==> src/rtl/pipe_hazard_ctrl.sv <==
// rtl/pipe_hazard_ctrl.sv - RV32 5-stage hazard/stall sequencer
// Mealy control outputs from state and inputs; state, counters and proto_err are registered.
module pipe_hazard_ctrl #(
   parameter int LOAD_LAT = 1,
   parameter int CNT_W    = 16
) (
   input  logic             clk,
   input  logic             rst,
   input  logic [4:0]       d_rs1,
   input  logic [4:0]       d_rs2,
   input  logic             d_use_rs1,
   input  logic             d_use_rs2,
   input  logic [4:0]       e_rd,
   input  logic             e_regwen,
   input  logic             e_is_load,
   input  logic             e_redirect,
   input  logic             mc_start,
   input  logic             mc_done,
   input  logic             cnt_clr,
   output logic             hold_pc,
   output logic             hold_fd,
   output logic             clear_fd,
   output logic             hold_de,
   output logic             clear_de,
   output logic             clear_em,
   output logic [1:0]       state,
   output logic [CNT_W-1:0] stall_cnt,
   output logic [CNT_W-1:0] flush_cnt,
   output logic             proto_err
);

   typedef enum logic [1:0] {
      RUN      = 2'd0,
      LU_STALL = 2'd1,
      MC_BUSY  = 2'd2,
      ST_BAD   = 2'd3
   } st_t;

   localparam logic [2:0] LU_INIT = 3'(LOAD_LAT - 1);

   st_t             st_q, st_d;
   logic [2:0]      lu_q, lu_d;
   logic            lu_hit;
   logic            flush_evt;
   logic            perr_evt;
   logic            h_pc, h_fd, c_fd, h_de, c_de, c_em;
   logic [CNT_W-1:0] stall_q, flush_q;
   logic            perr_q;

   assign lu_hit = e_is_load & e_regwen & (e_rd != 5'd0) &
                   ((d_use_rs1 & (d_rs1 == e_rd)) | (d_use_rs2 & (d_rs2 == e_rd)));

   always_comb begin
      st_d      = st_q;
      lu_d      = lu_q;
      flush_evt = 1'b0;
      perr_evt  = 1'b0;
      h_pc      = 1'b0;
      h_fd      = 1'b0;
      c_fd      = 1'b0;
      h_de      = 1'b0;
      c_de      = 1'b0;
      c_em      = 1'b0;
      case (st_q)
         LU_STALL: begin
            if (e_redirect) begin
               c_fd      = 1'b1;
               c_de      = 1'b1;
               flush_evt = 1'b1;
               lu_d      = 3'd0;
               st_d      = RUN;
            end else begin
               h_pc = 1'b1;
               h_fd = 1'b1;
               c_de = 1'b1;
               lu_d = lu_q - 3'd1;
               if (lu_q <= 3'd1) st_d = RUN;
            end
         end
         MC_BUSY: begin
            perr_evt = mc_start;
            if (mc_done) begin
               st_d = RUN;
            end else begin
               h_pc = 1'b1;
               h_fd = 1'b1;
               h_de = 1'b1;
               c_em = 1'b1;
            end
         end
         default: begin
            // RUN; the unused encoding behaves the same and falls back to RUN
            st_d     = RUN;
            perr_evt = (mc_start & e_redirect) | (mc_done & ~mc_start);
            if (mc_start) begin
               if (!mc_done) begin
                  h_pc = 1'b1;
                  h_fd = 1'b1;
                  h_de = 1'b1;
                  c_em = 1'b1;
                  st_d = MC_BUSY;
               end
            end else if (e_redirect) begin
               c_fd      = 1'b1;
               c_de      = 1'b1;
               flush_evt = 1'b1;
            end else if (lu_hit) begin
               h_pc = 1'b1;
               h_fd = 1'b1;
               c_de = 1'b1;
               if (LOAD_LAT > 1) begin
                  lu_d = LU_INIT;
                  st_d = LU_STALL;
               end
            end
         end
      endcase
      if (rst) begin
         h_pc      = 1'b0;
         h_fd      = 1'b0;
         c_fd      = 1'b0;
         h_de      = 1'b0;
         c_de      = 1'b0;
         c_em      = 1'b0;
         flush_evt = 1'b0;
         perr_evt  = 1'b0;
      end
   end

   always_ff @(posedge clk) begin
      if (rst) begin
         st_q    <= RUN;
         lu_q    <= 3'd0;
         stall_q <= '0;
         flush_q <= '0;
         perr_q  <= 1'b0;
      end else begin
         st_q <= st_d;
         lu_q <= lu_d;
         if (perr_evt) perr_q <= 1'b1;
         // clear wins over a same-cycle increment
         if (cnt_clr) begin
            stall_q <= '0;
            flush_q <= '0;
         end else begin
            if (h_pc && (stall_q != {CNT_W{1'b1}})) stall_q <= stall_q + 1'b1;
            if (flush_evt && (flush_q != {CNT_W{1'b1}})) flush_q <= flush_q + 1'b1;
         end
      end
   end

   assign hold_pc   = h_pc;
   assign hold_fd   = h_fd;
   assign clear_fd  = c_fd;
   assign hold_de   = h_de;
   assign clear_de  = c_de;
   assign clear_em  = c_em;
   assign state     = st_q;
   assign stall_cnt = stall_q;
   assign flush_cnt = flush_q;
   assign proto_err = perr_q;

endmodule
==> config.mk <==
export PLATFORM = sky130hd
export DESIGN_NAME = pipe_hazard_ctrl
export DESIGN_NICKNAME = d
export VERILOG_FILES = /design/src/rtl/pipe_hazard_ctrl.sv
export SDC_FILE = /design/constraint.sdc
export NUM_CORES = 1
export LEC_CHECK = 0
export CORE_ASPECT_RATIO = 1.1
export CORE_MARGIN = 1
export CORE_UTILIZATION = 41
export DETAILED_ROUTE_END_ITERATION = 12
export PLACE_DENSITY = 0.82
export RECOVER_POWER = 100
export SLEW_MARGIN = 0
export SYNTH_ARGS = -nofsm -noshare
export SYNTH_HDL_FRONTEND = slang
export SYNTH_SLANG_ARGS = --single-unit
export TNS_END_PERCENT = 5
==> constraint.sdc <==
create_clock -name clk -period 3.1 [get_ports clk]
set_input_delay 0.93 -clock clk [delete_from_list [all_inputs] [get_ports clk]]
set_output_delay 0.93 -clock clk [all_outputs]
set_load 0.05 [all_outputs]
==> qor.yml, run 1 <==
logic_synthesis:
  synth_edf_count: 0
  ys_ff_latch: 34
  synth.area.top_cells: "dfxtp_1 35%, xnor2_1 4.9%, xor2_1 4.9%, a21oi_1 4.6%, o31ai_1 4.2%"
  ys_seq_area_share_pct: 34.9
  syn_area_per_cell_um2: 8.79
  syn_inst: 222
  synth.largest_area_cell: "dfxtp_1"
  ys_async_sr_fraction_pct: 0
  ys.flop_type: "dfxtp_1"
  synth_top_area_share_pct: 34.9
  synth.distinct_cells: 43
  syn_area_mm2: 0.00195
  yosys_warnings: 0
  syn_nets: 249
grt:
  grt_start_max_net_pins: 29
  antenna_found_initial: 0
  track_usage_pct: 20.4
  grt_pass1_wl_um: 7940
  grt_overflow: 0
  grt_pass1_vias: 1791
clock_network:
  clk_latency_ns: 0.29
  clk_pin_slew_ns: 0.07
  clock_path_buffers: 2
  htreeDepth: 2
  root_buffer: "clkbuf_8"
  clock-sinks: 34
  cts_hold_buf: 0
  cts_buffers: 5
  tritoncts: "built"
final_layout:
  antenna_cells: 0
  most-common-layout-cells: "34 x dfxtp_1, 34 x dlygate4sd3_1, 20 x nor2_1"
  fin_cells: 348
  final_nets: 322
  drive_above_1_share_pct: 14.6
  syn_to_final_growth_pct: 40.3
sta:
  hold_viol_final: 0
  fin_skew_ns: 0.00547
  slew_viol_final: 0
  min_period_ns: 3.06
  slew_headroom_pct: 60.2
  max_freq_mhz: 327
  post-route-period-util_pct: 98.8
  tightestPinTransition_ns: 0.590
  tns_ns: 0
  finalSetupViolCount: 0
route:
  drc: 0
  antenna_left: 0
  drt_iter0_markers: 137
  via_count: 1922
  wl_per_cell_um: 13.9
  drt-total-wl_um: 4840
  dr.pass1.iters: 4
  avgViaCountPerCell: 5.52
worst_setup_path:
  r2r_slack_ns: 0.78
  cp.arrival_ns: 2.13
  cp_max_fo: 3
  startpoint: "e_rd[1]"
  r2r_end: "stall_cnt[12]"
  r2r_cells: 7
  required_ns: 2.17
  reg2reg_from: "state[1]"
  cp-end-kind: "output port"
  start_kind: "primary input"
  critPathKind: "in -> out"
outcome:
  run_status: "finished clean"
floorplanning:
  rows: 25
  start_util_pct: 43.9
  coreArea_mm2: 0.00444
  dieHeight_um: 74.4
  die_x_um: 67.8
  num_io_pins: 66
  die_area_mm2: 0.00504
min_path:
  min_path_type: "reg -> reg"
  hold_depth: 2
  min_to: "stall_cnt[6]"
  hp-start: "stall_cnt[6]"
placement:
  io_buffer_count: 64
  gp_congestion: 0.816
  dpl.cell_count: 341
  dpl.hpwl_um: 3540
power:
  vdd_drop_max_uv: 158
  power.density_mw_per_mm2: 329
  power.leakage_nw: 1.05
flow_run:
  drv_cap: 0
==> critical path, cell delays in order <==
cell and delay [ns]:
buf_2 0.11, or3_4 0.36, o311a_4 0.34, a31oi_4 0.19, inv_4 0.06, buf_6 0.15
==> area by class of cell <==
cell class | instances | area, um^2
Sequential cell | 34 | 681
Fill cell | 399 | 1700
Clock buffer | 6 | 82.6
Timing Repair Buffer | 79 | 734
Multi-Input combinational cell | 170 | 1150
Tap cell | 54 | 67.6
Inverter | 5 | 21.3
==> per-layer routing <==
metal | track usage, % | vias up | wire length, um
met5 | 0 | - | 0
met4 | 7.41 | 0 | 65
met3 | 5.37 | 6 | 272
met2 | 35.3 | 64 | 2430
met1 | 24.0 | 888 | 2070
li1 | - | 964 | -
==> power breakdown <==
part / switching, W / total [W] / internal [W]
registers: 0.00000316 / 0.000442 / 0.000439
logic: 0.0000719 / 0.000131 / 0.0000592
clock network: 0.000156 / 0.000327 / 0.000171
total: 0.000231 / 0.000900 / 0.000670
==> worst max path at each step <==
stage          endpoint  cells after the start
3_3_place_gp   clear_de                      6
6_report        hold_fd                      6
5_1_grt        clear_de                      7
3_5_place_dp   clear_de                      6
2_1_floorplan   hold_pc                      7
4_1_cts         hold_pc                      6
==> registers in the layout, indices dropped and copies added (netlist names) <==
register / cells
stall_cnt: 16
state: 1
flush_cnt: 16
proto_err: 1
==> synth_stat cells, types with 5 or more instances <==
cell type  instances
a21oi_1           18
dfxtp_1           34
nand2_1           16
nand3_1           13
nand4_1            9
nor2_1            20
o31ai_1           11
or3_1              5
or4_1             11
xnor2_1           11
xor2_1            11
==> per-stage QoR <==
stage | hold slack (ns) | cell area (um^2) | util [%] | setup WS (ns) | power (W)
after floorplan | 0.686 | 1960 | - | -0.137 | 0.000525
after global placement | 0.476 | 2710 | 61.0 | -0.333 | 0.000588
after detailed placement | 0.490 | 2710 | 61.0 | -0.377 | 0.000590
after CTS | 0.505 | 2800 | 63.0 | -0.0867 | 0.000911
after global routing | 0.515 | 2740 | 61.7 | -0.00209 | 0.000936
final | 0.499 | 2740 | 61.7 | 0.0372 | 0.000900
==> cells by family after synthesis <==
logic type / synth area share [%]
adders and majority gates: 1.28
other: 0.192
AOI/OAI and AO/OA: 16.7
buffers and inverters: 5.51
xor gates and xnor gates: 9.87
and+or+nand+nor: 30.5
muxes: 1.03
DFF: 34.9
==> repair_timing <==
| item | CTS | global route |
|---|---|---|
| buffers inserted | 1 | 0 |
| pin swaps | 15 | 12 |
| endpoints found under the setup margin | 3 | 6 |
| resized for setup | 29 | 12 |
(Power assumes the default switching activity.)
==> inputs of run 2 (changes only) <==
==> constraint.sdc (replaced) <==
create_clock -name clk -period 2.6 [get_ports clk]
set_input_delay 0.78 -clock clk [delete_from_list [all_inputs] [get_ports clk]]
set_output_delay 0.78 -clock clk [all_outputs]
set_load 0.05 [all_outputs]
==> run 2 against run 1 <==
The run now ends with negative setup slack left. Worst hold slack got worse by 0.0046 ns. Register-to-register slack lost 0.56 ns. Sequential share of layout area decreased by 0.71 points. Clock skew fell by 0.0011 ns. Global-route usage increased by 1.9 points. Combinational power increased by 27%. Routed wire length grew 7.6%. Final cell count is 1.4% higher. Worst setup slack got worse by 0.21 ns. Critical path type unchanged. Critical endpoint unchanged. Largest cell class unchanged.
==> qor.yml, run 2 (synthesis results as in run 1) <==
sta:
  fin_skew_ns: 0.00434  # -0.00112 ns
  finalSetupViolCount: 3  # +3
  max_freq_mhz: 360
  rsz0062_at_grt: "true"
  tns_ns: -0.488  # -0.488 ns
  hold_viol_final: 0  # unchanged
  tightestPinTransition_ns: 0.698  # +0.108 ns
  post-route-period-util_pct: 107
  slew_headroom_pct: 53.0  # -7.3 points
  min_period_ns: 2.78
  slew_viol_final: 0  # unchanged
  finalWorstSetupSlack_ns: -0.175  # -0.213 ns
grt:
  use_met2_pct: 40.8  # +5.5 points
  met1_usage_pct: 24.5  # +0.49 points
  track_usage_pct: 22.4  # +1.9 points
  antenna_found_initial: 0  # unchanged
  grt_overflow: 0  # unchanged
  grtUsageMet3_pct: 4.91  # -0.46 points
  top_usage_layer: "met2"
  grt_pass1_vias: 1951  # +8.9%
  grt_pass1_wl_um: 8560  # +7.9%
  grt_start_max_net_pins: 29  # unchanged
power:
  power.leakage_nw: 1.09  # +3.3%
  vdd_drop_max_uv: 280  # +77%
  power.density_mw_per_mm2: 390  # +19%
final_layout:
  fin_cells: 353  # +1.4%
  syn_to_final_growth_pct: 44.4
  most-common-layout-cells: "34 x dfxtp_1, 34 x dlygate4sd3_1, 20 x nor2_1"
  antenna_cells: 0  # unchanged
  drive_above_1_share_pct: 16.1  # +1.4 points
  final_nets: 325  # +0.93%
  n_fill_cell: 398  # -0.25%
  postLayoutCellArea_mm2: 0.00282  # +2.9%
min_path:
  min_path_type: "reg -> reg"
route:
  dr.pass1.iters: 4  # unchanged
  via_count: 1995  # +3.8%
  drt-total-wl_um: 5210  # +7.6%
  avgViaCountPerCell: 5.65  # +2.3%
  wl_per_cell_um: 14.8  # +6.1%
  drt_iter0_markers: 100  # -27%
  antenna_left: 0  # unchanged
  drc: 0  # unchanged
floorplanning:
  rows: 25  # unchanged
  die_x_um: 67.8  # unchanged
  dieHeight_um: 74.4  # unchanged
  num_io_pins: 66  # unchanged
  die_area_mm2: 0.00504  # unchanged
  start_util_pct: 43.9  # unchanged
  coreArea_mm2: 0.00444  # unchanged
clock_network:
  clk_pin_slew_ns: 0.06  # about the same
  htreeDepth: 2  # unchanged
  clock-sinks: 34  # unchanged
  clock_path_buffers: 2  # unchanged
  root_buffer: "clkbuf_8"
  clk_latency_ns: 0.29  # about the same
  cts_buffers: 5  # unchanged
  tritoncts: "built"
placement:
  dpl_cell_area_mm2: 0.00272  # +0.55%
  gp_congestion: 0.813  # -0.31%
  dpl.cell_count: 343  # +0.59%
  dpl.hpwl_um: 3720  # +5.2%
  io_buffer_count: 64  # unchanged
outcome:
  violations: "negative setup slack"
  run_status: "complete, but fails checks"
worst_setup_path:
  cp_max_fo: 3  # unchanged
  start_kind: "primary input"
  cp-end-kind: "output port"
  critPathKind: "in -> out"
  cp.arrival_ns: 2.00  # -0.13 ns
  required_ns: 1.82  # -0.35 ns
flow_run:
  drv_cap: 0  # unchanged
run 2: changes by cell type in the layout (fill, tap and decap cells not counted), sizes merged:
cell	delta
clkdlybuf4s50	-2
clkinv	+1
dlymetal6s2s	-1
buf	+4
clkdlybuf4s15	+3
run 2: worst paths after layout:
check                     start             to  slack [ns]  cells after the start
setup / recovery        e_rd[0]        hold_fd       -0.18                      6
hold / removal    stall_cnt[10]  stall_cnt[10]        0.49                      2
setup reg to reg   stall_cnt[0]   stall_cnt[3]        0.22                      8
hold reg to reg   stall_cnt[10]  stall_cnt[10]        0.49                      2
run 2: critical path, stage by stage:
cell and delay [ns]:
buf_6 0.09, or3_4 0.37, o311a_4 0.34, a31oi_4 0.19, inv_4 0.07, buf_8 0.15
run 2: per-stage QoR:
step           hold slack (ns)  utilization (%)  setup slack (ns)  power, W
2_1_floorplan            0.686                -            -0.337  0.000627
3_3_place_gp             0.476             61.3            -0.541  0.000701
3_5_place_dp             0.488             61.3            -0.555  0.000705
4_1_cts                  0.496             63.7            -0.284   0.00110
5_1_grt                  0.523             63.5            -0.206   0.00113
6_report                 0.494             63.5            -0.175   0.00110
run 2: power breakdown:
group          total [W]  switching, W  internal (W)  leakage [nW]
Sequential      0.000527    0.00000358      0.000524         0.274
Clock           0.000405      0.000192      0.000214        0.0482
Combinational   0.000167     0.0000906     0.0000768         0.765
run 2: layer usage:
layer | part of all wire (%) | vias to the layer above
li1 | - | 963
met2 | 54 | 75
met1 | 39 | 948
met4 | 1.9 | 0
met5 | 0 | -
met3 | 5.9 | 9
run 2: timing repair:
action	CTS	global route
setup endpoints to repair	18	16
hold endpoints to repair	0	0
pin swaps	17	16
gates cloned	0	0
buffers inserted	2	0
gates resized for setup	35	18
hold buffers	0	0
run 2: final cells by class:
cell class | instances | area [um^2] | area share, %
Clock buffer | 7 | 86.3 | 3.06
Clock inverter | 1 | 5.00 | 0.178
Inverter | 5 | 21.3 | 0.755
Multi-Input combinational cell | 170 | 1160 | 41.3
Sequential cell | 34 | 681 | 24.1
Tap cell | 54 | 67.6 | 2.40
Timing Repair Buffer | 82 | 793 | 28.1
==> inputs of run 3 (changes only) <==
--- a/config.mk
+++ b/config.mk
@@ -8,6 +8,7 @@
 export CORE_ASPECT_RATIO = 1.1
 export CORE_MARGIN = 1
 export CORE_UTILIZATION = 41
+export CTS_CLUSTER_SIZE = 40
 export DETAILED_ROUTE_END_ITERATION = 12
 export PLACE_DENSITY = 0.82
 export RECOVER_POWER = 100
==> results of run 3 <==
Final layout, timing and power as in run 2 (identical DEF).
==> RTL change (settings of run 1) <==
Change the parameter `CNT_W` from 16 to 20.
--- a/src/rtl/pipe_hazard_ctrl.sv
+++ b/src/rtl/pipe_hazard_ctrl.sv
@@ -4,3 +4,3 @@
    parameter int LOAD_LAT = 1,
-   parameter int CNT_W    = 16
+   parameter int CNT_W    = 20
 ) (
Interface: changed (resized flush_cnt and stall_cnt); port bits go from 66 to 74. No check against the original RTL was run, so the function may have changed too.
==> RTL change against run 1 <==
- sequential power increased by 23%
- the flow now finishes with violations (setup timing)
- setup slack got worse by 0.24 ns
- final area increased by 20%
- critical endpoint unchanged
- synthesized area increased by 14%
- sequential share of layout area increased by 0.74 points
- power increased by 18%
- critical path type unchanged
- wire length increased by 18%
- sequential cell count increased by 8
==> RTL change: results (changes against run 1) <==
[global_route]
antenna_found_initial = 0  ; unchanged
track_usage = 0.199  ; -0.00489
use_met1 = 0.238  ; -0.00261
grt_pass1_vias = 2080  ; +16%
grtUsageMet2 = 0.341  ; -0.0120
grt_use_met3 = 0.0673  ; +0.0136

[logic_synthesis]
synth_fa_ha_area_frac = 0.0113  ; -0.00155
synthCells = 271  ; +22%
synthDistinctLibCells = 35  ; -19%
ys_seq_area_frac = 0.379  ; +0.0301
synth.area.top_cells = dfxtp_1 38%, xor2_1 7.1%, a21oi_1 5.2%
synthXorXnorAreaFrac = 0.0986  ; about the same
synth_compound_area_frac = 0.135  ; -0.0320
synth_common_cells = 42 x dfxtp_1, 28 x nor2_1, 23 x a21oi_1, 21 x nand3_1, 20 x nand2_1
synthMuxAreaShare = 0.00902  ; -0.00124
synth_edf_count = 0  ; unchanged
synth_nets = 298  ; +20%

[status]
failed_checks = setup timing
outcome = complete, but fails checks

[setup_path]
cp_max_fo = 2  ; -1
critPathSlowestCell = nor4_2
r2r_start = state[1]
critical_path_arrival_ns = 2.37  ; +0.24 ns
reg2reg_slack_ns = 0.70  ; -0.08 ns
reg2reg_to = stall_cnt[16]

[placed_design]
routabilityCongestion = 0.792  ; -2.9%
place_area_sq_um = 3150  ; +16%
hpwl_microns = 4070  ; +15%
port-buffer-count = 72  ; +13%
pre_cts_ws_ns = -0.599  ; -0.222 ns

[layout]
multiInputGateArea_sq_um = 1320  ; +15%
drive_above_1_share = 0.146  ; +0.000150
insertedDiodeCount = 0  ; unchanged
nets = 388  ; +20%
n_fill_cell = 447  ; +12%

[detailed_routing]
vias = 2297  ; +20%
wl_per_cell_microns = 13.2  ; -5.0%
vias_per_cell = 5.29  ; -4.2%
dr.first_iter.drc_count = 69  ; -50%

[timing]
clock_skew_ns = 0.00495  ; -0.000519 ns
finalSetupViolCount = 10  ; +10
worst_slack_ns = -0.204  ; -0.241 ns
max_slew_margin = 0.424  ; -0.179

[pwr]
vdd_drop_max_v = 0.000225  ; +43%
power.leakage_nw = 1.25  ; +19%

[hold_path]
min_path_type = register to register
min_from = proto_err

## RTL change: layer usage
metal,vias up,part of all wire,wire length (microns)
met4,0,0.0080,46
li1,1166,-,-
met3,5,0.075,428
met5,-,0,0
met2,61,0.49,2790
met1,1065,0.43,2470
## RTL change: what timing repair did
action / 4_1_cts / 5_1_grt
resized for setup: 47 / 4
pin swaps: 15 / 7
setup buffers: 5 / 0
setup endpoints to repair: 3 / 9
## RTL change: metrics by stage
step / hold WS, ns / TNS, ns
5_1_grt: 0.507 / -2.41
6_report: 0.487 / -1.10
3_3_place_gp: 0.456 / -3.06
3_5_place_dp: 0.482 / -4.80
4_1_cts: 0.496 / -0.523
2_1_floorplan: 0.687 / -0.109
## RTL change: worst max-delay path by stage
stage,depth (start not counted),to,startpoint
6_report,8,hold_fd,e_rd[0]
5_1_grt,8,hold_pc,e_rd[0]
4_1_cts,7,clear_de,e_rd[4]
3_5_place_dp,7,clear_de,e_rd[2]
3_3_place_gp,7,clear_de,e_rd[2]
2_1_floorplan,5,hold_pc,e_rd[1]
## RTL change: where the power goes
part           switching [W]  internal, W
sequential        0.00000311     0.000541
clock               0.000191     0.000180
combinational      0.0000757    0.0000678
## RTL change: cell type report
cell class	instances	area share
flip-flops and latches	42	0.256
clock inverters	1	0.00152
multi-input cells	211	0.402
well taps	72	0.0274
repair buffers	97	0.283
clock buffers	7	0.0263
inverters	4	0.00457
## RTL change: worst max-delay path, delay by kind of cell
kind	cells	cell delay, ns
AOI/OAI and AO/OA	1	0.12
xor gates and xnor gates	1	0.15
and+or+nand+nor	3	0.60
buffers and inverters	3	0.58
